`src/rtl/alien_multi_shot_ctrl.sv`:
```
// alien_multi_shot_ctrl: NUM_SHOTS alien shot slots with LFSR-randomised spawn cooldown,
// per-slot motion, bottom/collision kill and a merged registered drawing request.
module alien_multi_shot_ctrl #(
  parameter int NUM_SHOTS = 4,
  parameter int SHOT_W = 2,
  parameter int SHOT_H = 16,
  parameter int SPEED = 4,
  parameter int SCREEN_H = 480,
  parameter int MIN_GAP = 16,
  parameter int RAND_MASK = 31,
  parameter logic [9:0] LFSR_SEED = 10'h2A5,
  parameter logic [7:0] SHOT_COLOR = 8'hFF
) (
  input  logic                 clk,
  input  logic                 resetN,
  input  logic                 startOfFrame,
  input  logic                 playGame,
  input  logic                 alienFireCollision,
  input  logic [10:0]          alienXPosition,
  input  logic [10:0]          alienYPosition,
  input  logic [10:0]          pixelX,
  input  logic [10:0]          pixelY,
  output logic                 alienShotDR,
  output logic [7:0]           alienShotRGB,
  output logic [NUM_SHOTS-1:0] shotsAlive
);
  localparam int IW = NUM_SHOTS > 1 ? $clog2(NUM_SHOTS) : 1;
  localparam int CW = 16;
  logic [10:0] r_x [NUM_SHOTS];
  logic [10:0] r_y [NUM_SHOTS];
  logic [NUM_SHOTS-1:0] r_alive, w_hit;
  logic [9:0] r_lfsr;
  logic [CW-1:0] r_cool;
  logic [IW-1:0] r_hit_idx, w_hit_idx, w_free_idx;
  logic w_free, w_spawn, w_kill;
  // Descending scan so the lowest index wins for both the free slot and the hit slot.
  always_comb begin
    w_hit = '0;
    w_free = 1'b0;
    w_free_idx = '0;
    w_hit_idx = '0;
    for (int i = NUM_SHOTS - 1; i >= 0; i--) begin
      w_hit[i] = r_alive[i] && pixelX >= r_x[i] && {1'b0, pixelX} < {1'b0, r_x[i]} + 12'(SHOT_W)
                 && pixelY >= r_y[i] && {1'b0, pixelY} < {1'b0, r_y[i]} + 12'(SHOT_H);
      if (!r_alive[i]) begin
        w_free = 1'b1;
        w_free_idx = IW'(i);
      end
      if (w_hit[i]) w_hit_idx = IW'(i);
    end
    w_kill = alienFireCollision && alienShotDR && r_alive[r_hit_idx];
    w_spawn = startOfFrame && playGame && r_cool == '0 && w_free;
  end
  always_ff @(posedge clk) begin
    r_lfsr <= !resetN ? LFSR_SEED : {r_lfsr[8:0], r_lfsr[9] ^ r_lfsr[6]};
    if (!resetN) begin
      r_alive <= '0;
      r_cool <= CW'(MIN_GAP);
      r_hit_idx <= '0;
      alienShotDR <= 1'b0;
      alienShotRGB <= 8'h00;
      for (int i = 0; i < NUM_SHOTS; i++) begin
        r_x[i] <= '0;
        r_y[i] <= '0;
      end
    end else begin
      alienShotDR <= |w_hit;
      alienShotRGB <= |w_hit ? SHOT_COLOR : 8'h00;
      if (|w_hit) r_hit_idx <= w_hit_idx;
      if (!playGame) begin
        r_alive <= '0;
        r_cool <= CW'(MIN_GAP);
      end else begin
        if (startOfFrame)
          r_cool <= r_cool != '0 ? r_cool - 1'b1
                  : w_free ? CW'(MIN_GAP) + CW'(r_lfsr & 10'(RAND_MASK)) : r_cool;
        // Free-slot choice uses pre-move flags, so a slot freed by this frame's move waits a frame.
        for (int i = 0; i < NUM_SHOTS; i++) begin
          if (w_kill && r_hit_idx == IW'(i)) r_alive[i] <= 1'b0;
          else if (startOfFrame && r_alive[i]) begin
            if ({1'b0, r_y[i]} + 12'(SPEED) >= 12'(SCREEN_H)) r_alive[i] <= 1'b0;
            else r_y[i] <= r_y[i] + 11'(SPEED);
          end else if (w_spawn && w_free_idx == IW'(i)) begin
            r_alive[i] <= 1'b1;
            r_x[i] <= alienXPosition;
            r_y[i] <= alienYPosition;
          end
        end
      end
    end
  end
  assign shotsAlive = r_alive;
endmodule

```
`config.mk`:
```
export PLATFORM = sky130hd
export DESIGN_NAME = alien_multi_shot_ctrl
export DESIGN_NICKNAME = d
export VERILOG_FILES = /design/src/rtl/alien_multi_shot_ctrl.sv
export SDC_FILE = /design/constraint.sdc
export NUM_CORES = 1
export LEC_CHECK = 0
export BUFFER_PORTS_ARGS = -buffer_cell sky130_fd_sc_hd__buf_4
export CAP_MARGIN = 25
export CORE_UTILIZATION = 45
export CTS_CLUSTER_DIAMETER = 120
export DETAILED_ROUTE_END_ITERATION = 7
export GPL_TIMING_DRIVEN = 1
export HOLD_SLACK_MARGIN = 0.05
export PLACE_DENSITY = 0.71
export SYNTH_ARGS = -nofsm -noshare
export SYNTH_HDL_FRONTEND = slang
export SYNTH_SLANG_ARGS = --single-unit
export TNS_END_PERCENT = 20
```
`constraint.sdc`:
```
create_clock -name clk -period 4.2 [get_ports clk]
set_input_delay 0.21 -clock clk [delete_from_list [all_inputs] [get_ports clk]]
set_output_delay 0.21 -clock clk [all_outputs]
set_load 0.05 [all_outputs]
```
# == After elaboration in Yosys (flattened, before gate mapping) ==
# Memory sizes are Yosys's and may differ from the RTL's.
# Index checks and enable logic that the tools add are counted.
# word_totals
reg_bits,41
latch_bits,0
ram_bits,88
mem_bits_ro,0
in_bits,49
output_inout_bits,13
wordCells,218
memories,2
# classes
add_sub_neg,18
mul,0
div_mod_pow,0
magnitude_cmp,21
n_eq_ne,10
shifts,0
mux,90
bitwise,15
reduce_logical,53
# memory_table
memory,depth,width,read_ports,rd_ports_with_merged_regs,wr,line,text
r_x,4,11,4,0,4,29,logic [10:0] r_x [NUM_SHOTS];
r_y,4,11,4,0,4,30,logic [10:0] r_y [NUM_SHOTS];
# op_table
operator,count
2-to-1 mux 11 bit,12
< comparator 11 x 12 -> 1 bit,8
>= comparator 11 bit,8
2-to-1 mux 1 bit,66
adder 11 x 2 -> 12 bit (second input constant),4
adder 11 x 3 -> 12 bit (second input constant),4
adder 11 x 5 -> 12 bit (second input constant),4
>= comparator 12 x 9 -> 1 bit (second input constant),4
adder 11 x 3 -> 11 bit (second input constant),4
logical AND 1 bit,33
2-to-1 mux 16 bit,2
logical NOT 16 bit,1
2-to-1 mux 2 bit,8
nonzero test 16 bit,1
subtractor 16 x 1 -> 16 bit (second input constant),1
OR 1 bit,12
AND reduction 2 bit,6
OR reduction 3 bit,4
nonzero test 2 bit,5
equality test 2 bit (second input constant),4
2-to-1 mux 8 bit,1
inequality test 2 x 1 -> 1 bit (second input constant),4
adder 5 x 5 -> 6 bit (first input constant),1
equality test 2 x 1 -> 1 bit (second input constant),2
6 further kinds,8

# == Longest topological paths before layout ==
# Gate-level depths: netlist (run 1).
# logic_depth
word_depth,13
depth_mapped,13
ltp_nobuf,13

# == Least setup slack after synthesis (run 1) ==
# OpenSTA, ideal clock, no wires.
# synth_timing
kind,flip-flop to flip-flop
from,register r_cool[8]
to,"memory r_y[1][10], enable pin"
setup_ns,0.341
arrival_time_ns,3.002
required_time_ns,3.859
slack_ns,0.857
path_stages_with_launch,9
path_buffers,1
synth_period_minus_slack_ns,3.343
cell_sequence,dfxtp_1 or4_4 and4bb_1 and2_1 buf_2 and3_1 nand2_1 o21ai_0 nand2b_1
# synth_rtl
item,line,text
from (decl),33,logic [CW-1:0] r_cool;
from (signal assigned),58,r_cool <= CW'(MIN_GAP);
from (signal assigned),72,r_cool <= CW'(MIN_GAP);
from (signal assigned),75,r_cool <= r_cool != '0 ? r_cool - 1'b1
to (decl),30,

==> reports/results.ini, run 1 <==
[run_status]
status = finished, final reports clean

[drt]
antenna_left = 0
wirelength_mm = 25.0
vias = 8235
firstDrtPassIters = 6
drc = 0
viasPerCell = 5.70
post_drt_wl_per_cell_um = 17.3
drtIter0Drc = 698

[die]
die_w_um = 151
core_sq_um = 21800
rows = 54
dieHeight_um = 151
start_util_pct = 45.9
dieArea_sq_um = 22900
io_pins = 62

[power]
p_total_mw = 3.35
power_frac_seq_pct = 40.9
p_leak_nw = 4.75
vdd_drop_max_mv = 0.234
p_sw_share_pct = 25.9
power_switching_mw = 0.868
power_density_nw_per_um2 = 296
p_int_mw = 2.48
p_clk_share_pct = 42.7
combPwrFrac_pct = 16.4

[yosys]
synth.avg_cell_area_sq_um = 9.16
synth_top_cell_area_share_pct = 26.4
synth_edf_count = 88
synth_common_cells = ha_1, inv_1, edfxtp_1
syn_inst = 1094
synth_top_area_cell = edfxtp_1
synth_flop_cell = edfxtp_1
synth_nets = 1313
syn_area_sq_um = 10000
ys_seq_area_share_pct = 33.0
synthTopCellsByArea = edfxtp_1, ha_1, xnor2_1, dfxtp_1, and2_1
yosys_register_bits = 121
yosys.cell_types.count = 58
ys_warn_count = 0
yosysMostFrequentCell = ha_1
async_flop_share_pct = 0

[worst_hold_path]
min_path_type = in -> reg
hold_path_depth = 2
worstHoldStart = alienXPosition[0]

[setup_path]
crit_path_start_kind = flop
critPathArrivalTime_ps = 3480
end_kind = flop
startpoint = r_x[2][1]$_SDFFCE_PN0P_
path_class = reg -> reg
crit_fanout = 4
reg2reg_depth = 12
critical_path_required_ps = 4450
worstReg2RegStart = r_x[2][1]$_SDFFCE_PN0P_

[clock_tree]
clk_pin_slew_ps = 60
cts.hold.buffers_added = 0
cts_buffers = 17
cts_setup_buffers = 0
cts.htree.levels = 4
clockBufferDepth = 2
cts_tree = done
cts_resized = 0
insertion_delay_ps = 420
cts.sinks = 121
root_buffer = clkbuf_16

[timing]
max_freq_mhz = 310
fin_setup_tns_ps = 0
setup_viol = 0
rsz0062_at_grt = false
finalCritPeriodShare_pct = 76.8
fin_crit_ps = 3230
timing.slew.headroom_pct = 47.8
worst_clock_skew_ps = 9.31
drv_slew = 0
worst_pin_slew_ps = 777
hold_violations = 0

[layout]
drive_gt1_share_pct = 8.41
syn2layout_area_growth_pct = 12.9
layout.nets = 1372
fin_area_sq_um = 11300
post-route-util_pct = 51.8
antenna_cells = 0

[job]
drv_cap = 0

[grt]
antenna_found_initial = 0
grt_max_degree = 26
grt_pass1_wl_mm = 40.0
track_usage_pct = 22.8
grt-ovfl-total = 0
grt_pass1_vias = 7911

[placed_design]
postPlaceCellArea_sq_um = 10700
place.gp.congestion = 0.893
hpwl_mm = 19.5
io_buffers = 61

## path summary, 6_finish.rpt
check,end,slack (ps)
worst max-delay path,r_hit_idx[0]$_SDFFE_PN0P_,970
worst min-delay path,r_x[1][0]$_SDFFCE_PN0P_,110
worst max register to register,r_hit_idx[0]$_SDFFE_PN0P_,970
worst min register to register,r_lfsr[9]$_SDFF_PN1_,410
## metrics by stage
step | setup slack (ps) | hold slack, ps | std cells
after global placement | 1100 | 394 | 1414
after CTS | 1020 | 91.4 | 1445
after floorplan | 857 | 386 | 1094
after detailed placement | 1030 | 401 | 1414
after global routing | 560 | 113 | 1445
final | 973 | 108 | 1445
## placed cells by master (no fill, tap or decap), drive strengths merged, types with 3 or more instances in the layout
cell type / n
a21oi: 55
xnor2: 79
o21ai: 65
a2111oi: 5
nor3: 21
nor2: 51
nand3: 57
clkbuf: 21
o22ai: 3
edfxtp: 88
a221oi: 5
dfxtp: 33
a31oi: 7
nor2b: 11
inv: 108
o311ai: 4
buf: 66
or3: 9
and3: 8
clkinv: 6
o31a: 3
a21o: 30
ha: 170
bufinv: 3
and2: 67
o211ai: 4
nor4b: 4
or2: 3
a211oi: 14
o31ai: 8
nand2b: 13
o2111ai: 9
o21a: 7
nand4b: 3
nand4: 12
nor4: 14
nand2: 77
## critical path, stage by stage (launching register included)
cell and delay, ps:
edfxtp_1 410, ha_1 210, nand3_1 120, nor3_1 360, nand3_1 160, xnor2_1 150
ha_1 290, a21o_1 180, a21oi_1 130, o21ai_0 90, o21ai_0 140, nor4b_1 640
a221oi_1 200
## layer usage
layer  global-route usage [%]  vias to the layer above  share of wire (%)
li1                         -                     4065                  -
met1                     29.7                     3868                 44
met2                     37.6                      265                 47
met3                     4.19                       37                6.1
met4                     8.00                        0                2.3
met5                        0                        -                  0
## logic make-up (layout without fill, tap and decap cells)
group / Yosys count / in the layout / share of synthesized area [%]
compound gates: 232 / 232 / 14.8
xor+xnor: 80 / 80 / 6.99
fa+ha+maj: 170 / 170 / 21.2
buf+inv: 134 / 205 / 5.39
flops: 121 / 121 / 33.0
mux: 1 / 1 / 0.0999
simple gates: 356 / 356 / 18.5
## flip-flops by register name, summed over array words and instances (netlist names)
register / count
r_x: 44
r_y: 44
r_cool: 16
r_lfsr: 10
shotsAlive: 4
r_hit_idx: 2
alienShotRGB: 1
## layout make-up
class                           instances  area, sq um
Clock buffer                           21          440
Clock inverter                         10          128
Fill cell                            1955        10500
Inverter                              108          405
Multi-Input combinational cell        839         6190
Sequential cell                       121         3300
Tap cell                              280          350
Timing Repair Buffer                   66          495
## power by group through the flow
| stage | sequential [mW] | clock (mW) | combinational [mW] |
|---|---|---|---|
| after floorplan | 1.38 | 0 | 0.354 |
| after global placement | 1.39 | 0 | 0.526 |
| after detailed placement | 1.39 | 0 | 0.540 |
| after CTS | 1.37 | 1.45 | 0.547 |
| after global routing | 1.37 | 1.50 | 0.621 |
| final | 1.37 | 1.43 | 0.549 |
Power figures use the tool's default switching activity.
==> inputs of run 2 (changes only) <==
--- a/config.mk
+++ b/config.mk
@@ -5,6 +5,7 @@
 export SDC_FILE = /design/constraint.sdc
 export NUM_CORES = 1
 export LEC_CHECK = 0
+export ABC_AREA = 1
 export BUFFER_PORTS_ARGS = -buffer_cell sky130_fd_sc_hd__buf_4
 export CAP_MARGIN = 25
 export CORE_UTILIZATION = 45
==> constraint.sdc (replaced) <==
create_clock -name clk -period 3.3 [get_ports clk]
set_input_delay 0.165 -clock clk [delete_from_list [all_inputs] [get_ports clk]]
set_output_delay 0.165 -clock clk [all_outputs]
set_load 0.05 [all_outputs]
==> reports/results.ini, run 2 <==
[yosys]
synth_top_cell_area_share_pct = 24.2
yosysMostFrequentCell = nand2_1
synthSimpleGateAreaFrac_pct = 26.6
synth_xor_area_share_pct = 5.61
synth.avg_cell_area_sq_um = 7.56
ys_warn_count = 0
synthAdderAreaFrac_pct = 19.4
synth_top_family_by_area = simple AND/OR/NAND/NOR gates
ys_seq_area_share_pct = 30.2
synth_nets = 1666
synthMuxAreaShare_pct = 0.0915
syn_area_sq_um = 10900
synth_flop_cell = edfxtp_1
async_flop_share_pct = 0
synth_edf_count = 88
yosys.cell_types.count = 49
syn_inst = 1447
synth-compound-area-share_pct = 8.71
yosys_register_bits = 121
synthTopCellsByArea = edfxtp_1, ha_1, nand2_1, inv_1, dfxtp_1
synth_common_cells = nand2_1, inv_1, nor2_1
synth_top_area_cell = edfxtp_1

[setup_path]
path_class = reg -> reg
critPathTopFamily = simple AND/OR/NAND/NOR gates
critical_path_required_ps = 3370
startpoint = r_cool[0]$_SDFFE_PN0P_
worstReg2RegStart = r_cool[0]$_SDFFE_PN0P_
critPathArrivalTime_ps = 2660
max_stage_delay_ps = 340
crit_chain = inv_1 -> ha_1 -> inv_1 -> nor3_2 -> nand4_4 -> nor2_4 -> nand2_4 -> inv_2 -> nand4_2 -> buf_4 -> nand3_1
crit_fanout = 14
critPathSlowestCell = nand3_1
cpMostUsedCell = inv_1
crit_path_start_kind = flop
path_buf_inv = 4
end_kind = flop

[clock_tree]
root_buffer = clkbuf_16
cts.sinks = 121
insertion_delay_ps = 420
cts_tree = done
clockBufferDepth = 2
clk_pin_slew_ps = 60
cts_buffers = 17
cts.htree.levels = 4

[worst_hold_path]
worstHoldStart = alienYPosition[5]
min_path_type = in -> reg

[drt]
drtIter0Drc = 558
viasPerCell = 5.09
wirelength_mm = 27.0
vias = 9401
post_drt_wl_per_cell_um = 14.7
drc = 0
antenna_left = 0
firstDrtPassIters = 5

[power]
power_density_nw_per_um2 = 346
p_total_mw = 4.23
p_leak_nw = 5.90
vdd_drop_max_mv = 0.325

[grt]
grt_pass1_vias = 8955
grt_pass1_wl_mm = 43.2
antenna_found_initial = 0
track_usage_pct = 22.6
grt-ovfl-total = 0
grt_max_degree = 24

[die]
dieHeight_um = 158
rows = 56
dieArea_sq_um = 24900
core_sq_um = 23700
start_util_pct = 46.2
io_pins = 62
die_w_um = 158

[layout]
regArea_sq_um = 3300
antenna_cells = 0
layout.nets = 1733
fillers = 2324
largestRegisters = r_x x44, r_y x44, r_cool x16
final_common_cell = nand2_1
multi_input_area_sq_um = 6610
stdcell_count = 1846
fin_area_sq_um = 12200
syn2layout_area_growth_pct = 12.0
drive_gt1_share_pct = 9.69
final_cell_mix = nand2_1, inv_1, nor2_1

[placed_design]
dp.cells = 1813
place.gp.congestion = 0.892
io_buffers = 61
hpwl_mm = 21.5
postPlaceCellArea_sq_um = 11700

[timing]
hold_violations = 0
finalCritPeriodShare_pct = 78.5
drv_slew = 0
worst_clock_skew_ps = 10.7
max_freq_mhz = 386
rsz0062_at_grt = false
setup_viol = 0
timing.slew.headroom_pct = 58.9
worst_pin_slew_ps = 617
fin_setup_tns_ps = 0
fin_crit_ps = 2590

[job]
drv_cap = 0

[run_status]
status = finished, final reports clean

[run 2: cell types whose count changed after synthesis, sizes merged, moves of 12 or more]
cell    before  now
a21o        30    2
clkbuf      14    2
xor2         1   60
and2        67    0
a21oi       55   81
nand2       77  338
nor2        51  192
xnor2       79   10
a211oi      14    2
nand2b      13    0
inv        108  230
[run 2: per-layer routing]
metal	global-route usage [%]	share of wire (%)	vias to the layer above
met1	27.8	45	4249
met3	3.42	4.6	58
met5	0	0	-
li1	-	-	4865
met4	10.2	3.6	0
met2	38.8	47	229
[run 2: path summary, 6_finish.rpt]
check	depth (start not counted)	slack, ps	end
max	11	710	r_y[1][7]$_SDFFCE_PN0P_
min reg2reg	2	420	r_lfsr[6]$_SDFF_PN0_
min	3	80	r_y[2][5]$_SDFFCE_PN0P_
max reg2reg	11	710	r_y[1][7]$_SDFFCE_PN0P_
[run 2: per-stage QoR]
step | setup WS [ps] | hold WS [ps] | util (%)
3_3_place_gp | 818 | 393 | 49.3
2_1_floorplan | 916 | 351 | -
4_1_cts | 698 | 65.4 | 51.7
5_1_grt | 379 | 81.1 | 51.7
6_report | 710 | 81.1 | 51.7
3_5_place_dp | 716 | 399 | 49.3
[run 2: worst reg2reg max path: cells and delay by family, from the launching register on]
family | cells | cell delay, ps
and+or+nand+nor | 6 | 1210
buffers and inverters | 4 | 560
DFF | 1 | 310
adders and majority gates | 1 | 160
[run 2: where the power goes]
group	internal (mW)	switching (mW)
Sequential	1.68	0.0441
Clock	1.03	0.720
Combinational	0.291	0.467
[run 2: cells by family after synthesis]
logic type	after synthesis
AOI/OAI and AO/OA	173
adders and majority gates	170
DFF	121
and+or+nand+nor	662
xor gates and xnor gates	70
buffers and inverters	250
muxes	1
[run 2: area by class of cell]
type / instances / share of cell area, %
Clock inverter: 15 / 1.06
Multi-Input combinational cell: 1076 / 54.0
Tap cell: 319 / 3.26
Timing Repair Buffer: 68 / 4.19
Clock buffer: 17 / 3.47
Sequential cell: 121 / 27.0
Inverter: 230 / 7.05
[run 2: timing repair]
| item | in CTS | in global routing |
|---|---|---|
| hold buffers | 1 | 0 |
| hold endpoints to repair | 1 | 0 |
| resized for setup | 0 | 0 |
| setup buffers | 0 | 0 |
==> inputs of run 3 (changes only) <==
--- a/config.mk
+++ b/config.mk
@@ -13,7 +13,7 @@
 export DETAILED_ROUTE_END_ITERATION = 7
 export GPL_TIMING_DRIVEN = 1
 export HOLD_SLACK_MARGIN = 0.05
-export PLACE_DENSITY = 0.71
+export PLACE_DENSITY = 0.73
 export SYNTH_ARGS = -nofsm -noshare
 export SYNTH_HDL_FRONTEND = slang
 export SYNTH_SLANG_ARGS = --single-unit
==> constraint.sdc (replaced) <==
create_clock -name clk -period 2.3 [get_ports clk]
set_input_delay 0.115 -clock clk [delete_from_list [all_inputs] [get_ports clk]]
set_output_delay 0.115 -clock clk [all_outputs]
set_load 0.05 [all_outputs]
==> reports/results.ini, run 3 (same netlist as run 2, synthesis figures left out) <==
[timing]
drv_slew = 0
whs_ps = 73.2
hold_violations = 0
fin_setup_tns_ps = -83.8
fin_ws_ps = -83.8
setup_viol = 1
worst_pin_slew_ps = 590
timing.slew.headroom_pct = 60.7
max_freq_mhz = 420
worst_clock_skew_ps = 10.3
finalCritPeriodShare_pct = 104
fin_crit_ps = 2380
rsz0062_at_grt = true

[die]
io_pins = 62
die_w_um = 158
start_util_pct = 46.2
rows = 56
core_sq_um = 23700
dieArea_sq_um = 24900
dieHeight_um = 158

[worst_hold_path]
min_path_type = in -> reg
worstHoldStart = alienFireCollision

[placed_design]
hpwl_mm = 22.3
place.gp.congestion = 0.855
dp.cells = 1891
postPlaceCellArea_sq_um = 12400
io_buffers = 61

[layout]
layout.nets = 1825
fillers = 2205
antenna_cells = 0
regArea_sq_um = 3300
largestRegisters = r_x x44, r_y x44, r_cool x16
multi_input_area_sq_um = 6850
stdcell_count = 1937
drive_gt1_share_pct = 17.3
final_cell_mix = nand2_1, inv_1, ha_1
syn2layout_area_growth_pct = 21.7
final_common_cell = nand2_1
fin_area_sq_um = 13300

[clock_tree]
clk_pin_slew_ps = 60
cts.sinks = 121
cts.htree.levels = 4
insertion_delay_ps = 420
cts_buffers = 17
clockBufferDepth = 2
root_buffer = clkbuf_16
cts_tree = done

[power]
p_sw_share_pct = 27.9
vdd_drop_max_mv = 0.493
p_clk_share_pct = 40.7
power_density_nw_per_um2 = 469
combPwrFrac_pct = 19.6
p_leak_nw = 6.45
power_switching_mw = 1.74
power_frac_seq_pct = 39.6
p_total_mw = 6.23
p_int_mw = 4.49

[drt]
antenna_left = 0
drc = 0
drtIter0Drc = 451
firstDrtPassIters = 5
post_drt_wl_per_cell_um = 15.0
vias = 9849
wirelength_mm = 29.0
viasPerCell = 5.08

[grt]
grt_pass1_vias = 9692
grt_max_degree = 20
grt-ovfl-total = 0
track_usage_pct = 24.2
grt_pass1_wl_mm = 46.1
antenna_found_initial = 0

[setup_path]
crit_fanout = 3
end_kind = flop
critPathSlowestCell = edfxtp_1
path_class = reg -> reg
crit_path_start_kind = flop
startpoint = r_x[0][1]$_SDFFCE_PN0P_
critPathArrivalTime_ps = 2680
max_stage_delay_ps = 380
worstReg2RegStart = r_x[0][1]$_SDFFCE_PN0P_
critical_path_required_ps = 2590
crit_chain = inv_1 -> nor3_4 -> nand3_2 -> nor2_4 -> nand2_1 -> xor2_1 -> ha_1 -> a21oi_1 -> nand3b_1 -> nand3_1 -> nor2_1 -> nand3_1 -> buf_4 -> nand2_1 -> a21oi_1

[job]
drv_cap = 0

[run_status]
status = finished, violations left
violations = negative setup slack

run 3: cell types whose count changed in the layout (fill, tap and decap cells not counted), sizes merged:
| cell | before | now |
|---|---|---|
| buf | 67 | 152 |
| clkbuf | 17 | 26 |
| dlygate4sd3 | 1 | 7 |
| clkinv | 9 | 5 |
| clkinvlp | 4 | 0 |
| bufinv | 1 | 0 |
run 3: layout make-up:
type	instances	area share (%)
flip-flops and latches	121	24.8
clock buffers	25	3.97
well taps	319	3.00
clock inverters	6	0.263
inverters	230	6.51
repair buffers	160	9.98
multi-input cells	1076	51.5
run 3: path summary, 6_finish.rpt:
check / cells after the start / slack (ps) / end
setup reg to reg: 15 / -80 / r_hit_idx[0]$_SDFFE_PN0P_
setup / recovery: 15 / -80 / r_hit_idx[0]$_SDFFE_PN0P_
hold / removal: 4 / 70 / shotsAlive[1]$_SDFFE_PP0P_
hold reg to reg: 2 / 410 / r_lfsr[8]$_SDFF_PN0_
run 3: power groups by stage:
stage	registers [mW]	logic (mW)	clock network, mW
global route	2.48	1.39	2.64
finish	2.47	1.22	2.54
CTS	2.47	1.19	2.55
floorplan	2.50	0.726	0
detailed placement	2.51	1.17	0
global placement	2.51	1.13	0
run 3: repair_timing:
| action | in CTS | in global routing |
|---|---|---|
| gates resized for setup | 11 | 56 |
| pin swaps | 0 | 25 |
| hold buffers | 7 | 0 |
| gates cloned | 0 | 1 |
| buffers inserted | 1 | 7 |
| endpoints found under the hold margin | 8 | 0 |
| setup endpoints to repair | 4 | 53 |
run 3: metrics by stage:
stage | util, % | setup WS, ps
3_5_place_dp | 52.2 | -176
6_report | 56.2 | -83.8
2_1_floorplan | - | 63.1
3_3_place_gp | 52.2 | -113
4_1_cts | 55.0 | -70.2
5_1_grt | 56.2 | -278
run 3: metal layers:
metal	global-route usage, %	vias to the layer above	part of all wire (%)
met5	0	-	0
met4	10.4	0	3.1
met3	3.07	62	4.2
met2	43.6	230	49
met1	28.6	4513	43
li1	-	5044	-
run 3: worst max-delay path, delay by kind of cell (launching register included):
| kind | cells | cell delay [ps] |
|---|---|---|
| xor+xnor | 1 | 150 |
| fa+ha+maj | 1 | 180 |
| simple gates | 9 | 1080 |
| compound gates | 2 | 210 |
| flops | 1 | 380 |
| buf+inv | 2 | 240 |
